--- config.mk ---
export PLATFORM = sky130hd
export DESIGN_NAME = pipe_reg_chain_flat
export DESIGN_NICKNAME = d
export VERILOG_FILES = /design/src/rtl/pipe_reg_chain_if.sv /design/src/rtl/pipe_reg_chain.sv /design/src/flat_wrapper.sv
export SDC_FILE = /design/constraint.sdc
export NUM_CORES = 1
export LEC_CHECK = 0
export CORE_ASPECT_RATIO = 1.2
export CORE_MARGIN = 2
export CORE_UTILIZATION = 25
export CTS_CLUSTER_DIAMETER = 200
export CTS_CLUSTER_SIZE = 20
export DETAILED_ROUTE_END_ITERATION = 8
export GPL_TIMING_DRIVEN = 0
export PLACE_DENSITY = 0.51
export SKIP_CTS_REPAIR_TIMING = 1
export SYNTH_ARGS = -nofsm -noshare
export SYNTH_HDL_FRONTEND = slang
export SYNTH_SLANG_ARGS = --single-unit
--- constraint.sdc ---
create_clock -name i_clk -period 3.22 [get_ports i_clk]
set_clock_uncertainty 0.1 [all_clocks]
set_input_delay 0.644 -clock i_clk [delete_from_list [all_inputs] [get_ports i_clk]]
set_output_delay 0.644 -clock i_clk [all_outputs]
set_load 0.05 [all_outputs]
--- src/rtl/pipe_reg_chain_if.sv ---
// Valid/ready word stream used on both sides of pipe_reg_chain.
// Master drives valid/data, slave drives ready.
interface pipe_reg_chain_if #(
    parameter int WIDTH = 8
);
    logic             valid;
    logic             ready;
    logic [WIDTH-1:0] data;

    modport master (
        output valid,
        output data,
        input  ready
    );

    modport slave (
        input  valid,
        input  data,
        output ready
    );
endinterface

--- src/rtl/pipe_reg_chain.sv ---
// DEPTH-stage WIDTH-bit register pipeline with per-stage valid bits,
// valid/ready handshake and bubble collapse.
module pipe_reg_chain #(
    parameter int               WIDTH     = 8,
    parameter int               DEPTH     = 4,
    parameter logic [WIDTH-1:0] RESET_VAL = '0,
    localparam int              OW        = $clog2(DEPTH + 1)
) (
    input  logic              i_clk,
    input  logic              i_rst_n,
    input  logic              i_clr,
    pipe_reg_chain_if.slave   s_in,
    pipe_reg_chain_if.master  m_out,
    output logic [OW-1:0]     o_occupancy
);

    logic [DEPTH-1:0]            r_v;
    logic [DEPTH-1:0][WIDTH-1:0] r_data;
    logic [OW-1:0]               r_occ;

    logic [DEPTH-1:0] w_adv;
    logic             w_in_ready;
    logic             w_accept;
    logic             w_emit;

    // Walk from the output back: a stage may move if the slot ahead
    // is free or is itself moving this cycle.
    always_comb begin
        logic free;
        free  = m_out.ready;
        w_adv = '0;
        for (int s = DEPTH - 1; s >= 0; s--) begin
            w_adv[s] = r_v[s] & free;
            free     = ~r_v[s] | w_adv[s];
        end
        w_in_ready = free;
    end

    assign w_accept = s_in.valid & w_in_ready;
    assign w_emit   = w_adv[DEPTH-1];

    always_ff @(posedge i_clk or negedge i_rst_n) begin
        if (!i_rst_n) begin
            r_v    <= '0;
            r_data <= {DEPTH{RESET_VAL}};
            r_occ  <= '0;
        end else if (i_clr) begin
            r_v    <= '0;
            r_data <= {DEPTH{RESET_VAL}};
            r_occ  <= '0;
        end else begin
            for (int s = DEPTH - 1; s >= 1; s--) begin
                if (w_adv[s-1]) begin
                    r_data[s] <= r_data[s-1];
                    r_v[s]    <= 1'b1;
                end else if (w_adv[s]) begin
                    r_v[s] <= 1'b0;
                end
            end
            if (w_accept) begin
                r_data[0] <= s_in.data;
                r_v[0]    <= 1'b1;
            end else if (w_adv[0]) begin
                r_v[0] <= 1'b0;
            end
            r_occ <= r_occ + OW'(w_accept) - OW'(w_emit);
        end
    end

    assign s_in.ready   = w_in_ready;
    assign m_out.valid  = r_v[DEPTH-1];
    assign m_out.data   = r_data[DEPTH-1];
    assign o_occupancy  = r_occ;

endmodule

--- src/flat_wrapper.sv ---
// flat-port wrapper written by rule: the top's interface ports become plain ports
module pipe_reg_chain_flat 
#(
    parameter int               WIDTH     = 8,
    parameter int               DEPTH     = 4,
    parameter logic [WIDTH-1:0] RESET_VAL = '0,
    localparam int              OW        = $clog2(DEPTH + 1)
)
  (i_clk, i_rst_n, i_clr, o_occupancy, s_in_valid, s_in_data, s_in_ready, m_out_valid, m_out_data, m_out_ready);
  pipe_reg_chain_if #(.WIDTH(WIDTH)) s_in_i ();
  pipe_reg_chain_if #(.WIDTH(WIDTH)) m_out_i ();
  input  logic i_clk;
  input  logic i_rst_n;
  input  logic i_clr;
  output logic [OW-1:0] o_occupancy;
  input wire logic [$bits(s_in_i.valid)-1:0] s_in_valid;
  input wire logic [$bits(s_in_i.data)-1:0] s_in_data;
  output wire logic [$bits(s_in_i.ready)-1:0] s_in_ready;
  output wire logic [$bits(m_out_i.valid)-1:0] m_out_valid;
  output wire logic [$bits(m_out_i.data)-1:0] m_out_data;
  input wire logic [$bits(m_out_i.ready)-1:0] m_out_ready;
  assign s_in_i.valid = s_in_valid;
  assign s_in_i.data = s_in_data;
  assign s_in_ready = s_in_i.ready;
  assign m_out_valid = m_out_i.valid;
  assign m_out_data = m_out_i.data;
  assign m_out_i.ready = m_out_ready;
  pipe_reg_chain #(.WIDTH(WIDTH), .DEPTH(DEPTH), .RESET_VAL(RESET_VAL)) u_core (.i_clk(i_clk), .i_rst_n(i_rst_n), .i_clr(i_clr), .s_in(s_in_i), .m_out(m_out_i), .o_occupancy(o_occupancy));
endmodule
==> metrics.txt <==
# TYPE chip_impl_metric gauge
chip_impl_metric{name="post-route-drc-count",unit=""} 0
chip_impl_metric{name="drtIter0Drc",unit=""} 66
chip_impl_metric{name="antenna_found_initial",unit=""} 0
chip_impl_metric{name="drt_wl_total",unit="mm"} 4.16
chip_impl_metric{name="netlist-cell-type-count",unit=""} 25
chip_impl_metric{name="synth-seq-cells",unit=""} 39
chip_impl_metric{name="vdd.ir_drop.worst",unit="mV"} 0.150
chip_impl_info{name="synth.area.top_cells",value="sky130_fd_sc_hd__dfrtp_1, sky130_fd_sc_hd__mux2i_1, sky130_fd_sc_hd__nand2_1"} 1
chip_impl_metric{name="numPortBuffers",unit=""} 24
chip_impl_metric{name="fillerInstances",unit=""} 804
chip_impl_metric{name="yosysTopAreaCellShare",unit="%"} 49.5
chip_impl_metric{name="worstMarginPinSlew",unit="ps"} 506
chip_impl_info{name="critPathCaptureType",value="output pin"} 1
chip_impl_info{name="cells_along_the_critical_path",value="clkdlybuf4s50_1, and4b_1, buf_6, nand2_1, dlymetal6s2s_1"} 1
chip_impl_metric{name="numCtsBuffers",unit=""} 5
chip_impl_metric{name="share_clk_of_total_power",unit="%"} 32.2
chip_impl_metric{name="grtUsageTotal",unit="%"} 10.2
chip_impl_metric{name="worst-r2r-setup-slack",unit="ps"} 1220
chip_impl_metric{name="path_clk_slew",unit="ps"} 80
chip_impl_metric{name="rr_worst_depth",unit=""} 9
chip_impl_metric{name="slew_violations",unit=""} 0
chip_impl_metric{name="vias_per_cell",unit=""} 4.55
chip_impl_info{name="cts-root-buf",value="sky130_fd_sc_hd__clkbuf_8"} 1
chip_impl_info{name="hold_class",value="input pin to asynchronous set/reset pin"} 1
chip_impl_metric{name="top_level_ports",unit=""} 26
chip_impl_metric{name="worstSetupPathDepth",unit=""} 5
chip_impl_metric{name="insertion_delay",unit="ps"} 290
chip_impl_metric{name="finalHoldViolations",unit=""} 0
chip_impl_metric{name="timing.final.crit_share",unit="%"} 87.0
chip_impl_metric{name="postSynthAreaPerCell",unit="um^2"} 9.95
chip_impl_info{name="setup.worst_path.end",value="s_in_ready"} 1
chip_impl_metric{name="total_power",unit="uW"} 999
chip_impl_metric{name="proportion_of_layout_cells_with_a_drive_suffix_above_1",unit="%"} 14.3
chip_impl_metric{name="critPathMaxFanout",unit=""} 10
chip_impl_info{name="outcome",value="complete, no violations"} 1
chip_impl_metric{name="cts.sinks",unit=""} 39
chip_impl_metric{name="synthToLayoutAreaGrowth",unit="%"} 23.6
chip_impl_metric{name="power.share.combinational",unit="%"} 15.2
chip_impl_metric{name="antennaDiodeCount",unit=""} 0
chip_impl_metric{name="ant_nets",unit=""} 0
chip_impl_metric{name="pin_count_of_the_biggest_net_entering_global_routing",unit=""} 22
chip_impl_metric{name="yosys_warnings",unit=""} 0
chip_impl_metric{name="drtPass1Iterations",unit=""} 4
chip_impl_info{name="type_of_the_worst_setup_path",value="input pin to output pin"} 1
chip_impl_metric{name="route.detailed.wl_per_inst",unit="um"} 12.9
chip_impl_metric{name="die_ht",unit="um"} 101
chip_impl_metric{name="htreeDepth",unit=""} 2
chip_impl_info{name="cp_top_family",value="buffers and inverters"} 1
chip_impl_metric{name="rows",unit=""} 35
chip_impl_info{name="worstSetupStartpointType",value="input pin"} 1
chip_impl_metric{name="critical_path_arrival",unit="ps"} 2060
chip_impl_info{name="rsz_0062_raised_after_global_routing",value="no"} 1
chip_impl_metric{name="powerDensity",unit="mW/mm^2"} 410
chip_impl_metric{name="netSwitchingPower",unit="uW"} 273
chip_impl_metric{name="setup-violations-final",unit=""} 0
chip_impl_metric{name="maxClockFrequency",unit="GHz"} 0.357
chip_impl_metric{name="power.share.sequential",unit="%"} 52.6
chip_impl_metric{name="grt_first_pass_wirelength",unit="mm"} 7.16
chip_impl_metric{name="crit_buf_inv",unit=""} 3
chip_impl_metric{name="fin_tns_setup",unit="ps"} 0
chip_impl_info{name="startpoint",value="m_out_ready"} 1
chip_impl_metric{name="cellLeakagePower",unit="uW"} 0.00102
chip_impl_metric{name="crit_required",unit="ps"} 2480
chip_impl_metric{name="count_of_mapped_cells_out_of_synthesis",unit=""} 198
chip_impl_metric{name="die_x",unit="um"} 85.1
chip_impl_info{name="r2r_start",value="u_core.r_v[3]"} 1
chip_impl_metric{name="final_nets",unit=""} 246
chip_impl_info{name="synth_largest_area_cell",value="sky130_fd_sc_hd__dfrtp_1"} 1
chip_impl_metric{name="die_area",unit="mm^2"} 0.00861
chip_impl_info{name="slowest_stage",value="sky130_fd_sc_hd__clkdlybuf4s50_1"} 1
chip_impl_metric{name="mappedNetlistNets",unit=""} 214
chip_impl_metric{name="critical_path.max_stage_delay",unit="ps"} 520
chip_impl_info{name="tritoncts_clock_tree",value="yes"} 1
chip_impl_metric{name="finalCriticalPeriod",unit="ps"} 2800
chip_impl_metric{name="clock_path_buffers",unit=""} 2
chip_impl_metric{name="detailed_place_hpwl",unit="mm"} 3.00
chip_impl_metric{name="slew_headroom",unit="%"} 66.3
chip_impl_metric{name="gpl.final_weighted_congestion",unit=""} 0.737
chip_impl_metric{name="sequential_fraction_of_the_synthesis_area",unit="%"} 49.5
chip_impl_metric{name="net_sw_share",unit="%"} 27.4
chip_impl_metric{name="vias",unit=""} 1471
chip_impl_metric{name="max-cap-violations",unit=""} 0
chip_impl_metric{name="netlist_area",unit="mm^2"} 0.00197
chip_impl_metric{name="first_global_vias",unit=""} 1471
chip_impl_metric{name="core_area",unit="mm^2"} 0.00766
chip_impl_info{name="reg2reg_to",value="u_core.o_occupancy[2]"} 1
chip_impl_metric{name="initial_core_util",unit="%"} 25.7
chip_impl_metric{name="overflow_left_after_global_routing",unit=""} 0
chip_impl_metric{name="p_int",unit="uW"} 725
==> cells in the final DEF (no fill, tap or decap), types with 2 or more instances in the layout <==
cell type and n:
sky130_fd_sc_hd__nand4_1 8, sky130_fd_sc_hd__nor2_1 6, sky130_fd_sc_hd__buf_2 10, sky130_fd_sc_hd__a31oi_1 8, sky130_fd_sc_hd__nor2b_1 4, sky130_fd_sc_hd__clkbuf_8 5, sky130_fd_sc_hd__inv_1 5, sky130_fd_sc_hd__and2_1 2
sky130_fd_sc_hd__buf_6 4, sky130_fd_sc_hd__mux2i_1 16, sky130_fd_sc_hd__clkdlybuf4s50_1 22, sky130_fd_sc_hd__nor3b_1 8, sky130_fd_sc_hd__o21ai_0 8, sky130_fd_sc_hd__ha_1 2, sky130_fd_sc_hd__nand3_1 16, sky130_fd_sc_hd__nand2_1 25
sky130_fd_sc_hd__buf_4 10, sky130_fd_sc_hd__clkbuf_1 4, sky130_fd_sc_hd__o211ai_1 8, sky130_fd_sc_hd__a21oi_1 11, sky130_fd_sc_hd__dfrtp_1 39
==> cells in the mapped netlist <==
cell / number
sky130_fd_sc_hd__o21ai_0: 8
sky130_fd_sc_hd__inv_1: 5
sky130_fd_sc_hd__clkbuf_1: 3
sky130_fd_sc_hd__buf_6: 4
sky130_fd_sc_hd__mux2i_1: 16
sky130_fd_sc_hd__o211ai_1: 8
sky130_fd_sc_hd__a21oi_1: 11
sky130_fd_sc_hd__buf_2: 9
sky130_fd_sc_hd__nand4_1: 8
sky130_fd_sc_hd__and2_1: 2
sky130_fd_sc_hd__dfrtp_1: 39
sky130_fd_sc_hd__nand2b_1: 1
sky130_fd_sc_hd__buf_4: 10
sky130_fd_sc_hd__nand3_1: 16
sky130_fd_sc_hd__nor3b_1: 8
sky130_fd_sc_hd__nand2_1: 25
sky130_fd_sc_hd__xor2_1: 1
sky130_fd_sc_hd__fa_1: 1
sky130_fd_sc_hd__nor2b_1: 4
sky130_fd_sc_hd__xnor2_1: 1
sky130_fd_sc_hd__and4b_1: 1
sky130_fd_sc_hd__a21boi_2: 1
sky130_fd_sc_hd__a31oi_1: 8
sky130_fd_sc_hd__nor2_1: 6
sky130_fd_sc_hd__ha_1: 2
==> routing by layer <==
layer / GRT usage [%] / part of all wire, % / vias to the layer above
met5: 0 / 0 / -
met4: 3.91 / 1.9 / 0
met3: 2.69 / 4.2 / 8
met2: 16.6 / 47 / 33
met1: 13.1 / 47 / 682
li1: - / - / 748
==> flip-flops by register name (all words and copies together) (netlist names) <==
register	count
u_core.r_v	4
u_core.r_data	24
u_core.m_out.data	8
u_core.o_occupancy	3
==> per-stage QoR <==
| stage | instances | worst slack [ps] | hold WS [ps] | util (%) | instance area (um^2) |
|---|---|---|---|---|---|
| final | 323 | 418 | 217 | 31.8 | 2440 |
| after global routing | 323 | 342 | 238 | 31.8 | 2440 |
| after CTS | 323 | 16.6 | 223 | 31.8 | 2430 |
| after detailed placement | 315 | 27.8 | 410 | 30.6 | 2350 |
| after global placement | 314 | 19.6 | 396 | 30.4 | 2330 |
| after floorplan | 198 | 687 | 248 | - | 1970 |
==> cell families after synthesis <==
family	synth area share [%]
AOI/OAI and AO/OA	11.0
xor gates and xnor gates	0.889
adders and majority gates	2.29
buffers and inverters	9.90
DFF	49.5
muxes	8.13
and+or+nand+nor	18.3
==> power by group through the flow <==
stage	Clock (uW)	Combinational, uW	Sequential (uW)
2_1_floorplan	0	71.8	554
3_3_place_gp	0	150	534
3_5_place_dp	0	154	534
4_1_cts	340	155	525
5_1_grt	360	167	528
6_report	322	152	525
==> worst min path at each step <==
stage	startpoint	to	slack (ps)	cells after the start
after floorplan	i_rst_n	u_core.m_out.data[0]	250	0
after CTS	i_rst_n	u_core.r_data[3]	220	1
after detailed placement	u_core.r_v[1]	u_core.r_v[2]	410	2
after global routing	i_rst_n	u_core.r_data[3]	240	1
after global placement	u_core.r_v[1]	u_core.r_v[2]	400	2
final	i_rst_n	u_core.r_data[3]	220	1
==> cell type report <==
class | instances | area, um^2 | area share (%)
inverters | 5 | 18.8 | 0.770
multi-input cells | 128 | 800 | 32.8
clock buffers | 6 | 72.6 | 2.98
well taps | 92 | 115 | 4.73
flip-flops and latches | 39 | 976 | 40.1
repair buffers | 25 | 265 | 10.9
clock inverters | 2 | 12.5 | 0.514
plain buffers | 26 | 176 | 7.24
No activity file was read; power rests on OpenSTA's default activity.
